$ cat src/rtl/fetch_pkg.sv
// Shared types and constants for the 9-bit ISA fetch front end: FSM state
// encoding, the halt/NOP encodings and default widths.
package fetch_pkg;

  localparam int PW_DEF = 10;
  localparam int IW_DEF = 9;
  localparam int LW_DEF = 4;

  localparam logic [8:0] HALT_CODE = 9'h1FF;
  localparam logic [8:0] NOP_CODE  = 9'h000;

  typedef enum logic [1:0] {
    IDLE = 2'd0,
    RUN  = 2'd1,
    HALT = 2'd2
  } state_e;

endpackage

$ cat src/rtl/branch_lut.sv
// Branch-target lookup table: 2**LW absolute PCs, written while the fetch
// unit is idle and read combinationally by the branch index of the live instruction.
module branch_lut #(
  parameter int PW = fetch_pkg::PW_DEF,
  parameter int LW = fetch_pkg::LW_DEF
) (
  input  logic          clk,
  input  logic          rst_n,
  input  logic          we_i,
  input  logic [LW-1:0] waddr_i,
  input  logic [PW-1:0] wdata_i,
  input  logic [LW-1:0] raddr_i,
  output logic [PW-1:0] rdata_o
);

  logic [PW-1:0] lut_q [2**LW];

  // NOTE: this array is small and its reset-to-zero contents are visible
  // behaviour, so it is built from flops with an async clear, not a RAM macro.
  always_ff @(posedge clk or negedge rst_n) begin
    if (!rst_n) begin
      for (int i = 0; i < 2**LW; i++) lut_q[i] <= '0;
    end else if (we_i) begin
      lut_q[waddr_i] <= wdata_i;
    end
  end

  assign rdata_o = lut_q[raddr_i];

endmodule

$ cat src/rtl/fetch_unit.sv
// Instruction fetch/sequencing front end: PC, branch squash, stall hold and
// halt/end-of-ROM detection. Define FETCH_TRACE_EN to add the instr_count port.
module fetch_unit #(
  parameter int            PW        = fetch_pkg::PW_DEF,
  parameter int            IW        = fetch_pkg::IW_DEF,
  parameter int            LW        = fetch_pkg::LW_DEF,
  parameter logic [IW-1:0] HALT_CODE = IW'(fetch_pkg::HALT_CODE)
) (
  input  logic          clk,
  input  logic          reset,
  input  logic          start,
  input  logic          stall,
  input  logic          branch_taken,
  input  logic [LW-1:0] branch_idx,
  input  logic          lut_we,
  input  logic [LW-1:0] lut_waddr,
  input  logic [PW-1:0] lut_wdata,
  input  logic [IW-1:0] rom_data,
  output logic [PW-1:0] prog_ctr,
  output logic [IW-1:0] mach_code,
  output logic          instr_valid,
  output logic          done
`ifdef FETCH_TRACE_EN
  ,
  output logic [15:0]   instr_count
`endif
);

  import fetch_pkg::*;

  localparam logic [PW-1:0] PC_LAST = '1;
  localparam logic [IW-1:0] NOP     = IW'(NOP_CODE);

  state_e        state_q;
  logic [PW-1:0] pc_q;
  logic [PW-1:0] lut_target;
  logic [IW-1:0] mach_q;
  logic          valid_q;
  logic          done_q;
  logic          end_q;
  logic          lut_wr_en;
  logic          branch_go;
  logic          restart;

  assign lut_wr_en = (state_q == IDLE) && lut_we && !stall;
  assign branch_go = valid_q && branch_taken;
  assign restart   = start && (state_q != RUN);

  branch_lut #(
    .PW (PW),
    .LW (LW)
  ) u_lut (
    .clk     (clk),
    .rst_n   (reset),
    .we_i    (lut_wr_en),
    .waddr_i (lut_waddr),
    .wdata_i (lut_wdata),
    .raddr_i (branch_idx),
    .rdata_o (lut_target)
  );

  // NOTE: all state updates use <= so every branch of the FSM sees the
  // pre-edge values of pc_q/valid_q regardless of statement order.
  always_ff @(posedge clk or negedge reset) begin
    if (!reset) begin
      state_q <= IDLE;
      pc_q    <= '0;
      mach_q  <= NOP;
      valid_q <= 1'b0;
      done_q  <= 1'b0;
      end_q   <= 1'b0;
    end else begin
      unique case (state_q)
        IDLE, HALT: begin
          if (restart) begin
            state_q <= RUN;
            pc_q    <= '0;
            mach_q  <= NOP;
            valid_q <= 1'b0;
            done_q  <= 1'b0;
            end_q   <= 1'b0;
          end
        end
        RUN: begin
          if (!stall) begin
            if (branch_go) begin
              pc_q    <= lut_target;
              mach_q  <= NOP;
              valid_q <= 1'b0;
              end_q   <= 1'b0;
            end else if (end_q || rom_data == HALT_CODE) begin
              // end_q: the last ROM word was already issued; pc stays put.
              state_q <= HALT;
              mach_q  <= NOP;
              valid_q <= 1'b0;
              done_q  <= 1'b1;
              end_q   <= 1'b0;
            end else begin
              mach_q  <= rom_data;
              valid_q <= 1'b1;
              if (pc_q == PC_LAST) end_q <= 1'b1;
              else                 pc_q  <= pc_q + 1'b1;
            end
          end
        end
        default: state_q <= IDLE;
      endcase
    end
  end

  assign prog_ctr    = pc_q;
  assign mach_code   = mach_q;
  assign instr_valid = valid_q;
  assign done        = done_q;

`ifdef FETCH_TRACE_EN
  logic [15:0] count_q;

  always_ff @(posedge clk or negedge reset) begin
    if (!reset) begin
      count_q <= '0;
    end else if (restart) begin
      count_q <= '0;
    end else if (valid_q && !stall && count_q != 16'hFFFF) begin
      count_q <= count_q + 16'd1;
    end
  end

  assign instr_count = count_q;

`ifndef SYNTHESIS
  always_ff @(posedge clk) begin
    if (reset && valid_q && !stall) begin
      $display("fetch_trace pc=%0h mach_code=%0h", pc_q, mach_q);
    end
  end
`endif
`endif

endmodule
$ cat config.mk
export PLATFORM = sky130hd
export DESIGN_NAME = fetch_unit
export DESIGN_NICKNAME = d
export VERILOG_FILES = /design/src/rtl/fetch_pkg.sv /design/src/rtl/branch_lut.sv /design/src/rtl/fetch_unit.sv
export SDC_FILE = /design/constraint.sdc
export NUM_CORES = 1
export LEC_CHECK = 0
export ABC_AREA = 1
export BUFFER_PORTS_ARGS = -buffer_cell sky130_fd_sc_hd__buf_2
export CAP_MARGIN = 20
export CELL_PAD_IN_SITES_DETAIL_PLACEMENT = 1
export CELL_PAD_IN_SITES_GLOBAL_PLACEMENT = 1
export CORE_UTILIZATION = 45
export DETAILED_ROUTE_END_ITERATION = 10
export PLACE_DENSITY = 0.77
export SYNTH_ARGS = -nofsm -noshare
export SYNTH_HDL_FRONTEND = slang
export SYNTH_SLANG_ARGS = --single-unit
$ cat constraint.sdc
create_clock -name clk -period 1.7 [get_ports clk]
set_input_delay 0.17 -clock clk [delete_from_list [all_inputs] [get_ports clk]]
set_output_delay 0.17 -clock clk [all_outputs]
set_load 0.01 [all_outputs]
==> key figures, run 1 <==
Status
  – Status: finished with violations
  – Failing checks: setup timing

Synth
  – Distinct cells, synth: 29
  – EDFF count, synth: 0
  – Post-Syn Nets: 1158
  – Register area share after synthesis: 0.530
  – Syn Area/Cell: around 7.7 µm²
  – Synth async-reset ratio: 1.00
  – Synth Flop Type: dfrtp_1
  – Mapped cell area: around 8700 µm²
  – Synth warnings: 0
  – Number of synthesized register bits: 184
  – Cells after Synth: between 1000 and 1500

Timing
  – Final Max Tran Viols: 0
  – Setup Skew: 0.0104 ns
  – Min setup slack post-route: -0.0182 ns
  – Final period utilization: 1.01
  – Clock period minus worst slack: 1.72 ns
  – Setup Total Neg Slack: -0.0272 ns
  – Max-slew headroom: 0.573
  – Final hold violation count: 0
  – Final setup fails: 4
  – Maximum clock frequency: just under 0.6 GHz
  – Actual slew at the worst max-slew pin: 0.640 ns
  – RSZ-0062 raised after global routing: yes

Setup path
  – Crit end category: register
  – R2R setup slack: -0.02 ns
  – Crit-path cells: inv_2 -> and3_4 -> inv_6 -> nor3_4 -> nand2_1 -> buf_12 -> nand2_1 -> o21ai_1
  – Critical Path RT: 1.99 ns
  – CP max stage delay: 0.41 ns
  – Worst reg2reg path depth: 8
  – Worst-path fanout max: 20
  – Most used cell along the critical path: nand2_1
  – Slowest CP cell: dfrtp_1
  – Data arrival, critical path: 2.00 ns
  – Worst setup SP type: register
  – Worst Setup Path Type: reg -> reg

Power and ir drop
  – Sequential Power Share: 0.456
  – Max IR drop VDD: 0.686 mV
  – Net Switching: around 4.8 mW
  – Switching Share: 0.339
  – Pwr Total: 14.1 mW
  – Leakage: 5.06 nW
  – Clock share of power: 0.283
  – P_int: 9.30 mW
  – Pwr Density: 1350 nW/µm²
  – Comb power frac: 0.261

Final layout
  – Number of diodes: 0
  – Final Util: 0.553
  – Most frequent cells in the layout: nand2_1 (411), dfrtp_1 (184), o21ai_1 (119)
  – Layout area overhead: 19.7%
  – Multi-input gate area: 3700 µm²
  – Nets: 1217
  – # fillers: 2327
  – Reg area: 4600 µm²
  – Commonest non-fill, non-tap cell in the layout: nand2_1
  – Share of layout cells above drive strength 1: 0.134
  – Non-filler cells, final: 1456

Placement
  – Number of port buffers: 53
  – Detail Placement HPWL: 16800 µm
  – Cell total after placement: 1405
  – Final Wtd Congestion: 0.795

Die
  – Area of the core: 18800 µm²
  – Die area: 19900 µm²
  – DIE WIDTH: 141 µm
  – Initial Utilization: 0.462
  – I/O Pins: 54
  – Std-Cell Rows: 50
  – Die Y: 141 µm

Global route
  – Congestion Overflow GR: 0
  – Initial antenna violation count: 0
  – Largest net degree at the start of global routing: 51
  – All-Layer GR Usage: 0.285
  – First-pass GRT wire length: 43400 µm
  – Vias in the first global route: between 8000 and 9000

Drt
  – DRC viols: 0
  – DRT iter0 DRCs: between 500 and 600
  – Average wire per standard cell: 18.6 µm
  – DR vias/cell: approximately 5.4
  – DRT Wirelength: 27000 µm
  – ANT nets after route: 0
  – Vias: 7856
  – Initial DRT Pass Iterations: 5

Clock tree
  – Root buffer cell: clkbuf_16
  – Insertion delay to the later sink of the worst-skew pair: 0.44 ns
  – Total CTS buffers: 17
  – Htree depth: 4
  – Clock slew at reported path FFs: about 0.07 ns
  – CTS tree: yes
  – Max Root-Sink Buffers: 2
  – Clk sink count: roughly 180

Run
  – Max-Cap Viols: 0

Worst hold path
  – HP Class: in -> reg
  – Hold Path Depth: 4
## power groups by stage
stage	Sequential, mW	Combinational [mW]	Clock, mW
after floorplan	6.38	2.26	0
after CTS	6.39	3.55	4.04
after global placement	6.38	3.31	0
after global routing	6.56	4.20	4.20
after detailed placement	6.44	3.48	0
final	6.41	3.68	3.98
## registers in the layout, summed over array words and instances, names as in the netlist
signal and count:
done 1, end_q 1, instr_valid 1, mach_code 9, prog_ctr 10, state_q 2, u_lut.lut_q 160
## metrics by stage
step,worst slack (ns),area [µm²],hold WS (ns)
floorplan,0.111,8690,-0.126
detailed placement,0.0261,9530,0.162
global route,-0.0957,10400,0.248
global placement,0.0787,9530,0.161
finish,-0.0182,10400,0.235
CTS,-0.00559,10200,0.221
## per-layer routing
layer | GRT usage | vias up | part of all wire
met4 | 0.108 | 0 | 0.025
met2 | 0.482 | 167 | 0.49
met3 | 0.0418 | 50 | 0.030
met5 | 0 | - | 0
met1 | 0.371 | 3889 | 0.45
li1 | - | 3750 | -
## worst max-delay path: cells and delay by family (launching register included)
kind,cells,cell delay (ns)
AND/OR/NAND/NOR,4,0.74
flip-flops,1,0.41
AO/OA/AOI/OAI,1,0.07
buffers and inverters,3,0.35
## layout make-up
type | count | share of cell area
tap | 260 | 0.0313
multi-input combinational | 832 | 0.355
clock inverter | 11 | 0.0120
sequential | 184 | 0.442
clock buffer | 21 | 0.0433
timing repair buffer | 114 | 0.103
inverter | 34 | 0.0127
## kinds of logic after synthesis
family,Yosys count,share of synthesized area
AND/OR/NAND/NOR,616,0.290
AO/OA/AOI/OAI,212,0.123
flip-flops,184,0.530
buffers and inverters,109,0.0535
XOR/XNOR,2,0.00202
adder cells (fa/ha/maj),1,0.00144
## repair_timing
item                                    CTS  global route
endpoints found under the setup margin    1           133
cloned                                    0             4
setup buffers                             0             5
hold buffers                             10             0
gates resized for setup                   0            21
pin swaps                                 0             4
hold endpoints to repair                 53             0
## final timing paths
path,startpoint,to
setup / recovery,state_q[0],u_lut.lut_q[125]
setup reg to reg,state_q[0],u_lut.lut_q[125]
hold reg to reg,mach_code[0],mach_code[0]
hold / removal,lut_wdata[8],u_lut.lut_q[88]
max in group asynchronous,reset,u_lut.lut_q[131]
min in group asynchronous,reset,u_lut.lut_q[112]
## synth_stat cells, types with 3 or more instances
cell type	count	area (µm²)
nand4_1	7	43.8
clkbuf_1	31	116
nand3_1	79	395
nor2_1	99	372
buf_1	3	11.3
dfrtp_1	184	4600
buf_2	39	195
nor3_4	3	48.8
a21oi_1	8	40.0
o21ai_1	120	601
o21ai_0	80	400
inv_1	29	109
nand2_1	419	1570
inv_2	3	11.3
Power figures use the tool's default switching activity.
==> run 2: changes to the inputs <==
--- a/config.mk
+++ b/config.mk
@@ -10,9 +10,10 @@
 export CAP_MARGIN = 20
 export CELL_PAD_IN_SITES_DETAIL_PLACEMENT = 1
 export CELL_PAD_IN_SITES_GLOBAL_PLACEMENT = 1
-export CORE_UTILIZATION = 45
+export CORE_MARGIN = 2
+export CORE_UTILIZATION = 49
 export DETAILED_ROUTE_END_ITERATION = 10
-export PLACE_DENSITY = 0.77
+export PLACE_DENSITY = 0.83
 export SYNTH_ARGS = -nofsm -noshare
 export SYNTH_HDL_FRONTEND = slang
 export SYNTH_SLANG_ARGS = --single-unit
==> constraint.sdc (replaced) <==
create_clock -name clk -period 2.2 [get_ports clk]
set_input_delay 0.22 -clock clk [delete_from_list [all_inputs] [get_ports clk]]
set_output_delay 0.22 -clock clk [all_outputs]
set_load 0.01 [all_outputs]
==> run 2 against run 1 <==
Combinational power decreased by 27%. Setup slack improved by 0.28 ns. Clock skew decreased by 0.0039 ns. The run now ends clean. Hold slack got worse by 0.22 ns. Utilization increased by 1.7 points. Count of clock-buffer cells in the layout decreased by 3. Maximum frequency decreased by 11%. Final cell count decreased by 4.3%. Critical path type unchanged. Global-route usage increased by 2.0 points. Total power decreased by 23%. Non-clock buffer count decreased by 26.
==> key figures, run 2 (synthesis gave the netlist of run 1 again) <==
Timing
  – Setup Skew: 0.00651 ns (was 0.0104 ns)
  – Actual slew at the worst max-slew pin: 0.750 ns (was 0.640 ns)
  – Clock period minus worst slack: 1.94 ns (was 1.72 ns)
  – WHS: 0.0108 ns (was 0.235 ns)
  – Final setup fails: 0 (was 4)
  – Final Max Tran Viols: 0 (unchanged)
  – Maximum clock frequency: 0.516 GHz (was 0.582 GHz)
  – Max-slew headroom: 0.500 (was 0.573)
  – RSZ-0062 raised after global routing: no (was yes)
  – Setup Total Neg Slack: 0 ns (was -0.0272 ns)
  – Final hold violation count: 0 (unchanged)
  – Final period utilization: 0.881 (was 1.01)

Die
  – I/O Pins: 54 (unchanged)
  – Initial Utilization: 0.503 (was 0.462)
  – Die area: 18800 µm² (was 19900 µm²)
  – Die Y: 137 µm (was 141 µm)
  – DIE WIDTH: 137 µm (was 141 µm)
  – Std-Cell Rows: 48 (was 50)
  – Area of the core: 17300 µm² (was 18800 µm²)

Power and ir drop
  – Comb power frac: 0.247 (was 0.261)
  – Pwr Density: 1100 nW/µm² (was 1350 nW/µm²)
  – Sequential Power Share: 0.458 (was 0.456)
  – Max IR drop VDD: 0.611 mV (was 0.686 mV)
  – Net Switching: 3.76 mW (was 4.76 mW)
  – Leakage: 4.79 nW (was 5.06 nW)
  – P_int: 7.08 mW (was 9.30 mW)
  – Pwr Total: 10.8 mW (was 14.1 mW)
  – Clock share of power: 0.295 (was 0.283)
  – Switching Share: 0.347 (was 0.339)

Drt
  – DRT iter0 DRCs: 440 (was 540)
  – Vias: 7780 (was 7856)
  – DR vias/cell: 5.58 (was 5.40)
  – Initial DRT Pass Iterations: 5 (unchanged)
  – DRT Wirelength: 27300 µm (was 27000 µm)
  – Average wire per standard cell: 19.6 µm (was 18.6 µm)
  – DRC viols: 0 (unchanged)
  – ANT nets after route: 0 (unchanged)

Global route
  – All-Layer GR Usage: 0.304 (was 0.285)
  – Largest net degree at the start of global routing: 83 (was 51)
  – Met3 global-route usage: 0.0515 (was 0.0418)
  – Initial antenna violation count: 0 (unchanged)
  – GR peak layer: met2 (unchanged)
  – M2 GR Usage: 0.511 (was 0.482)
  – Met1 usage: 0.387 (was 0.371)
  – First-pass GRT wire length: 43200 µm (was 43400 µm)
  – Congestion Overflow GR: 0 (unchanged)
  – Vias in the first global route: 7995 (was 8096)

Setup path
  – Crit end category: register (unchanged)
  – Worst-path fanout max: 20 (unchanged)
  – Data arrival, critical path: 2.22 ns (was 2.00 ns)
  – Worst setup SP type: register (unchanged)
  – Critical Path RT: 2.48 ns (was 1.99 ns)
  – Worst Setup Path Type: reg -> reg (unchanged)

Placement
  – DP Area: 9160 µm² (was 9530 µm²)
  – Detail Placement HPWL: 16600 µm (was 16800 µm)
  – Number of port buffers: 53 (unchanged)
  – Final Wtd Congestion: 0.825 (was 0.795)

Final layout
  – Nets: 1190 (was 1217)
  – Most frequent cells in the layout: nand2_1 (419), dfrtp_1 (184), o21ai_1 (120) (was nand2_1 (411), dfrtp_1 (184), o21ai_1 (119))
  – Max reg flops: 160 (unchanged)
  – Number of diodes: 0 (unchanged)
  – # fillers: 2172 (was 2327)
  – Share of layout cells above drive strength 1: 0.109 (was 0.134)
  – Cell area after layout: 9850 µm² (was 10400 µm²)
  – Layout area overhead: 13.3% (was 19.7%)
  – Biggest register: u_lut.lut_q (unchanged)
  – Commonest non-fill, non-tap cell in the layout: nand2_1 (unchanged)

Clock tree
  – Clock slew at reported path FFs: 0.07 ns (about the same)
  – CTS tree: yes (unchanged)
  – Clk sink count: 184 (unchanged)
  – Insertion delay to the later sink of the worst-skew pair: 0.44 ns (about the same)
  – Total CTS buffers: 17 (unchanged)
  – Root buffer cell: clkbuf_16 (unchanged)
  – Setup bufs post-CTS: 0 (unchanged)
  – Htree depth: 4 (unchanged)
  – Max Root-Sink Buffers: 2 (unchanged)

Run
  – Max-Cap Viols: 0 (unchanged)

Worst hold path
  – HP Class: in -> reg (unchanged)

Status
  – Status: completed (was finished with violations)
==> run 2: changes by cell type in the layout (fill, tap and decap cells not counted), sizes merged <==
| cell | change |
|---|---|
| buf | -21 |
| clkbuf | -6 |
| clkinv | -4 |
| clkinvlp | +1 |
| dlygate4sd3 | -2 |
| inv | +6 |
| nand4 | -1 |
==> run 2: timing repair <==
action | 4_1_cts | 5_1_grt
hold buffers | 8 | 0
endpoints found under the hold margin | 64 | 0
gates resized for setup | 0 | 0
==> run 2: path summary, 6_finish.rpt <==
path                              start         endpoint  slack (ns)  cells past startpoint
setup / recovery             state_q[0]  u_lut.lut_q[85]        0.26                      7
hold / removal              rom_data[5]     mach_code[5]        0.01                      3
setup reg to reg             state_q[0]  u_lut.lut_q[85]        0.26                      7
hold reg to reg            mach_code[7]     mach_code[7]        0.48                      2
max in group asynchronous         reset  u_lut.lut_q[46]        1.11                      3
min in group asynchronous         reset   u_lut.lut_q[1]        0.31                      2
==> run 2: through the flow <==
step,util,setup WS [ns],instances
after global placement,0.530,0.389,1354
after floorplan,-,0.611,1124
after CTS,0.569,0.254,1394
final,0.569,0.262,1394
after detailed placement,0.530,0.288,1354
after global routing,0.569,0.0937,1394
==> run 2: layer usage <==
layer	share of wire	wire length, µm	up-vias
met1	0.43	11700	3833
met3	0.046	1250	60
met4	0.035	957	0
met5	0	0	-
li1	-	-	3688
met2	0.49	13300	199
==> run 2: worst max-delay path: stages (launching register included) <==
cell     delay (ns)
dfrtp_1        0.43
inv_2          0.11
and3_4         0.24
inv_2          0.09
nor3_4         0.18
nand2_1        0.44
nand2_1        0.19
o21ai_1        0.10
==> run 2: area by class of cell <==
class                   count  area (µm²)  share of cell area
well taps                 225         282              0.0286
clock buffers              18         439              0.0446
repair buffers             88         607              0.0616
clock inverters            14         165              0.0168
multi-input cells         831        3620               0.368
flip-flops and latches    184        4600               0.468
inverters                  34         128              0.0130
==> run 2: power groups by stage <==
stage / registers [mW] / clock network (mW) / logic, mW
CTS: 4.96 / 3.24 / 2.69
global route: 5.08 / 3.36 / 3.07
detailed placement: 4.99 / 0 / 2.61
global placement: 4.95 / 0 / 2.47
finish: 4.97 / 3.20 / 2.68
floorplan: 4.93 / 0 / 1.75
==> run 3: changes to the inputs <==
--- a/config.mk
+++ b/config.mk
@@ -7,12 +7,13 @@
 export LEC_CHECK = 0
 export ABC_AREA = 1
 export BUFFER_PORTS_ARGS = -buffer_cell sky130_fd_sc_hd__buf_2
-export CAP_MARGIN = 20
+export CAP_MARGIN = 40
 export CELL_PAD_IN_SITES_DETAIL_PLACEMENT = 1
 export CELL_PAD_IN_SITES_GLOBAL_PLACEMENT = 1
 export CORE_MARGIN = 2
 export CORE_UTILIZATION = 49
 export DETAILED_ROUTE_END_ITERATION = 10
+export HOLD_SLACK_MARGIN = 0.08
 export PLACE_DENSITY = 0.83
 export SYNTH_ARGS = -nofsm -noshare
 export SYNTH_HDL_FRONTEND = slang
==> run 3 against run 2 <==
Global-route usage is 0.16 points higher. Hold slack improved by 0.31 ns. Sequential share of layout area fell by 0.095 points. Critical endpoint is now u_lut.lut_q[55]. Utilization is 0.12 points higher. Combinational power about the same.
==> key figures, run 3 (synthesis gave the netlist of run 1 again) <==
Setup path
  – Crit end category: register (unchanged)
  – Worst-path fanout max: 20 (unchanged)
  – Reg-to-reg endpoint: u_lut.lut_q[55] (was u_lut.lut_q[85])
  – R2R setup slack: 0.27 ns (was 0.26 ns)
  – Critical Path RT: 2.49 ns (was 2.48 ns)
  – Worst Setup Path Type: reg -> reg (unchanged)
  – Worst R2R Start: state_q[1] (was state_q[0])
  – Worst setup SP type: register (unchanged)
  – Worst reg2reg path depth: 7 (unchanged)
  – Data arrival, critical path: 2.22 ns (about the same)

Placement
  – Final Wtd Congestion: 0.825 (unchanged)
  – Number of port buffers: 53 (unchanged)
  – Detail Placement HPWL: 16600 µm (unchanged)

Die
  – Die area: 18800 µm² (unchanged)
  – Die Y: 137 µm (unchanged)
  – Std-Cell Rows: 48 (unchanged)
  – Initial Utilization: 0.503 (unchanged)
  – DIE WIDTH: 137 µm (unchanged)
  – I/O Pins: 54 (unchanged)
  – Area of the core: 17300 µm² (unchanged)

Timing
  – Final hold violation count: 0 (unchanged)
  – Final setup fails: 0 (unchanged)
  – Final period utilization: 0.877 (was 0.881)
  – RSZ-0062 raised after global routing: no (unchanged)
  – Maximum clock frequency: 0.518 GHz (was 0.516 GHz)
  – WHS: 0.316 ns (was 0.0108 ns)
  – Setup Total Neg Slack: 0 ns (unchanged)
  – Max-slew headroom: 0.506 (was 0.500)
  – Setup Skew: 0.00919 ns (was 0.00651 ns)
  – Actual slew at the worst max-slew pin: 0.741 ns (was 0.750 ns)
  – Final Max Tran Viols: 0 (unchanged)
  – Clock period minus worst slack: 1.93 ns (was 1.94 ns)

Power and ir drop
  – Switching Share: 0.347 (about the same)
  – Pwr Density: 1100 nW/µm² (about the same)
  – Sequential Power Share: 0.458 (about the same)
  – P_int: 7.09 mW (was 7.08 mW)
  – Net Switching: 3.77 mW (was 3.76 mW)
  – Comb power frac: 0.248 (was 0.247)
  – Max IR drop VDD: 0.610 mV (was 0.611 mV)
  – Leakage: 4.79 nW (about the same)
  – Pwr Total: 10.9 mW (was 10.8 mW)
  – Clock share of power: 0.294 (was 0.295)

Clock tree
  – Clock slew at reported path FFs: 0.07 ns (about the same)
  – Post-CTS Resized: 0 (unchanged)
  – CTS tree: yes (unchanged)
  – Root buffer cell: clkbuf_16 (unchanged)
  – Htree depth: 4 (unchanged)
  – Total CTS buffers: 17 (unchanged)
  – Insertion delay to the later sink of the worst-skew pair: 0.44 ns (about the same)
  – Clk sink count: 184 (unchanged)
  – Max Root-Sink Buffers: 2 (unchanged)

Global route
  – Initial antenna violation count: 0 (unchanged)
  – Congestion Overflow GR: 0 (unchanged)
  – First-pass GRT wire length: 43400 µm (was 43200 µm)
  – All-Layer GR Usage: 0.306 (was 0.304)
  – Largest net degree at the start of global routing: 83 (unchanged)
  – Vias in the first global route: 8042 (was 7995)

Worst hold path
  – Hold Crit Start: branch_idx[3] (was rom_data[5])
  – Hold Path Depth: 5 (was 3)
  – HP Class: in -> reg (unchanged)
  – Hold endpoint: prog_ctr[5] (was mach_code[5])

Final layout
  – Final Util: 0.570 (was 0.569)
  – Commonest non-fill, non-tap cell in the layout: nand2_1 (unchanged)
  – Layout area overhead: 13.5% (was 13.3%)
  – Share of layout cells above drive strength 1: 0.109 (about the same)
  – Most frequent cells in the layout: nand2_1 (419), dfrtp_1 (184), o21ai_1 (120) (unchanged)
  – Nets: 1192 (was 1190)
  – Number of diodes: 0 (unchanged)
  – Max reg flops: 160 (unchanged)
  – Biggest register: u_lut.lut_q (unchanged)

Drt
  – ANT nets after route: 0 (unchanged)
  – Initial DRT Pass Iterations: 5 (unchanged)
  – DR vias/cell: 5.65 (was 5.58)
  – DRT Wirelength: 27400 µm (was 27300 µm)
  – Vias: 7887 (was 7780)
  – DRT iter0 DRCs: 421 (was 440)
  – DRC viols: 0 (unchanged)
  – Average wire per standard cell: 19.7 µm (was 19.6 µm)

Run
  – Max-Cap Viols: 0 (unchanged)

Status
  – Status: completed (unchanged)
## run 3: changes by cell type in the layout (fill, tap and decap cells not counted), sizes merged
cell	previous run	this run
dlygate4sd3	8	10
## run 3: power by group through the flow
stage / Clock, mW / Combinational [mW] / Sequential [mW]
final: 3.19 / 2.69 / 4.97
after global routing: 3.36 / 3.08 / 5.08
after CTS: 3.24 / 2.70 / 4.96
after detailed placement: 0 / 2.61 / 4.99
after global placement: 0 / 2.47 / 4.95
after floorplan: 0 / 1.75 / 4.93
## run 3: per-layer routing
layer | vias to the layer above | routed length, µm | GRT usage
li1 | 3692 | - | -
met1 | 3911 | 11800 | 0.387
met2 | 215 | 13400 | 0.511
met3 | 69 | 1140 | 0.0530
met4 | 0 | 1090 | 0.147
met5 | - | 0 | 0
## run 3: layout make-up
class / instances / area (µm²)
fillers: 2172 / 7430
repair buffers: 90 / 627
inverters: 34 / 128
clock inverters: 14 / 165
multi-input cells: 831 / 3620
clock buffers: 18 / 439
well taps: 225 / 282
flip-flops and latches: 184 / 4600
## run 3: how the worst max path moves through the flow
stage                 from         endpoint  slack (ns)  cells past startpoint
2_1_floorplan  prog_ctr[0]      prog_ctr[0]        0.61                      8
3_3_place_gp    state_q[0]  u_lut.lut_q[81]        0.39                      7
3_5_place_dp    state_q[0]  u_lut.lut_q[81]        0.29                      7
4_1_cts         state_q[0]  u_lut.lut_q[85]        0.25                      7
5_1_grt         state_q[1]  u_lut.lut_q[85]        0.09                      7
6_report        state_q[1]  u_lut.lut_q[55]        0.27                      7
## run 3: worst max-delay path, stage by stage (launching register included)
cell and delay, ns:
dfrtp_1 0.43, nor2_1 0.13, and3_4 0.24, inv_2 0.09, nor3_4 0.18, nand2_1 0.43
nand2_1 0.22, o21ai_1 0.08
## run 3: what timing repair did
action	CTS	global route
hold buffers	10	0
endpoints found under the hold margin	66	0
buffers inserted	0	0
## run 3: stage by stage
step           cell area, µm²  instances  setup slack [ns]
2_1_floorplan            8690       1124             0.611
3_3_place_gp             9160       1354             0.389
3_5_place_dp             9160       1354             0.288
4_1_cts                  9870       1396             0.254
5_1_grt                  9870       1396            0.0925
6_report                 9870       1396             0.270
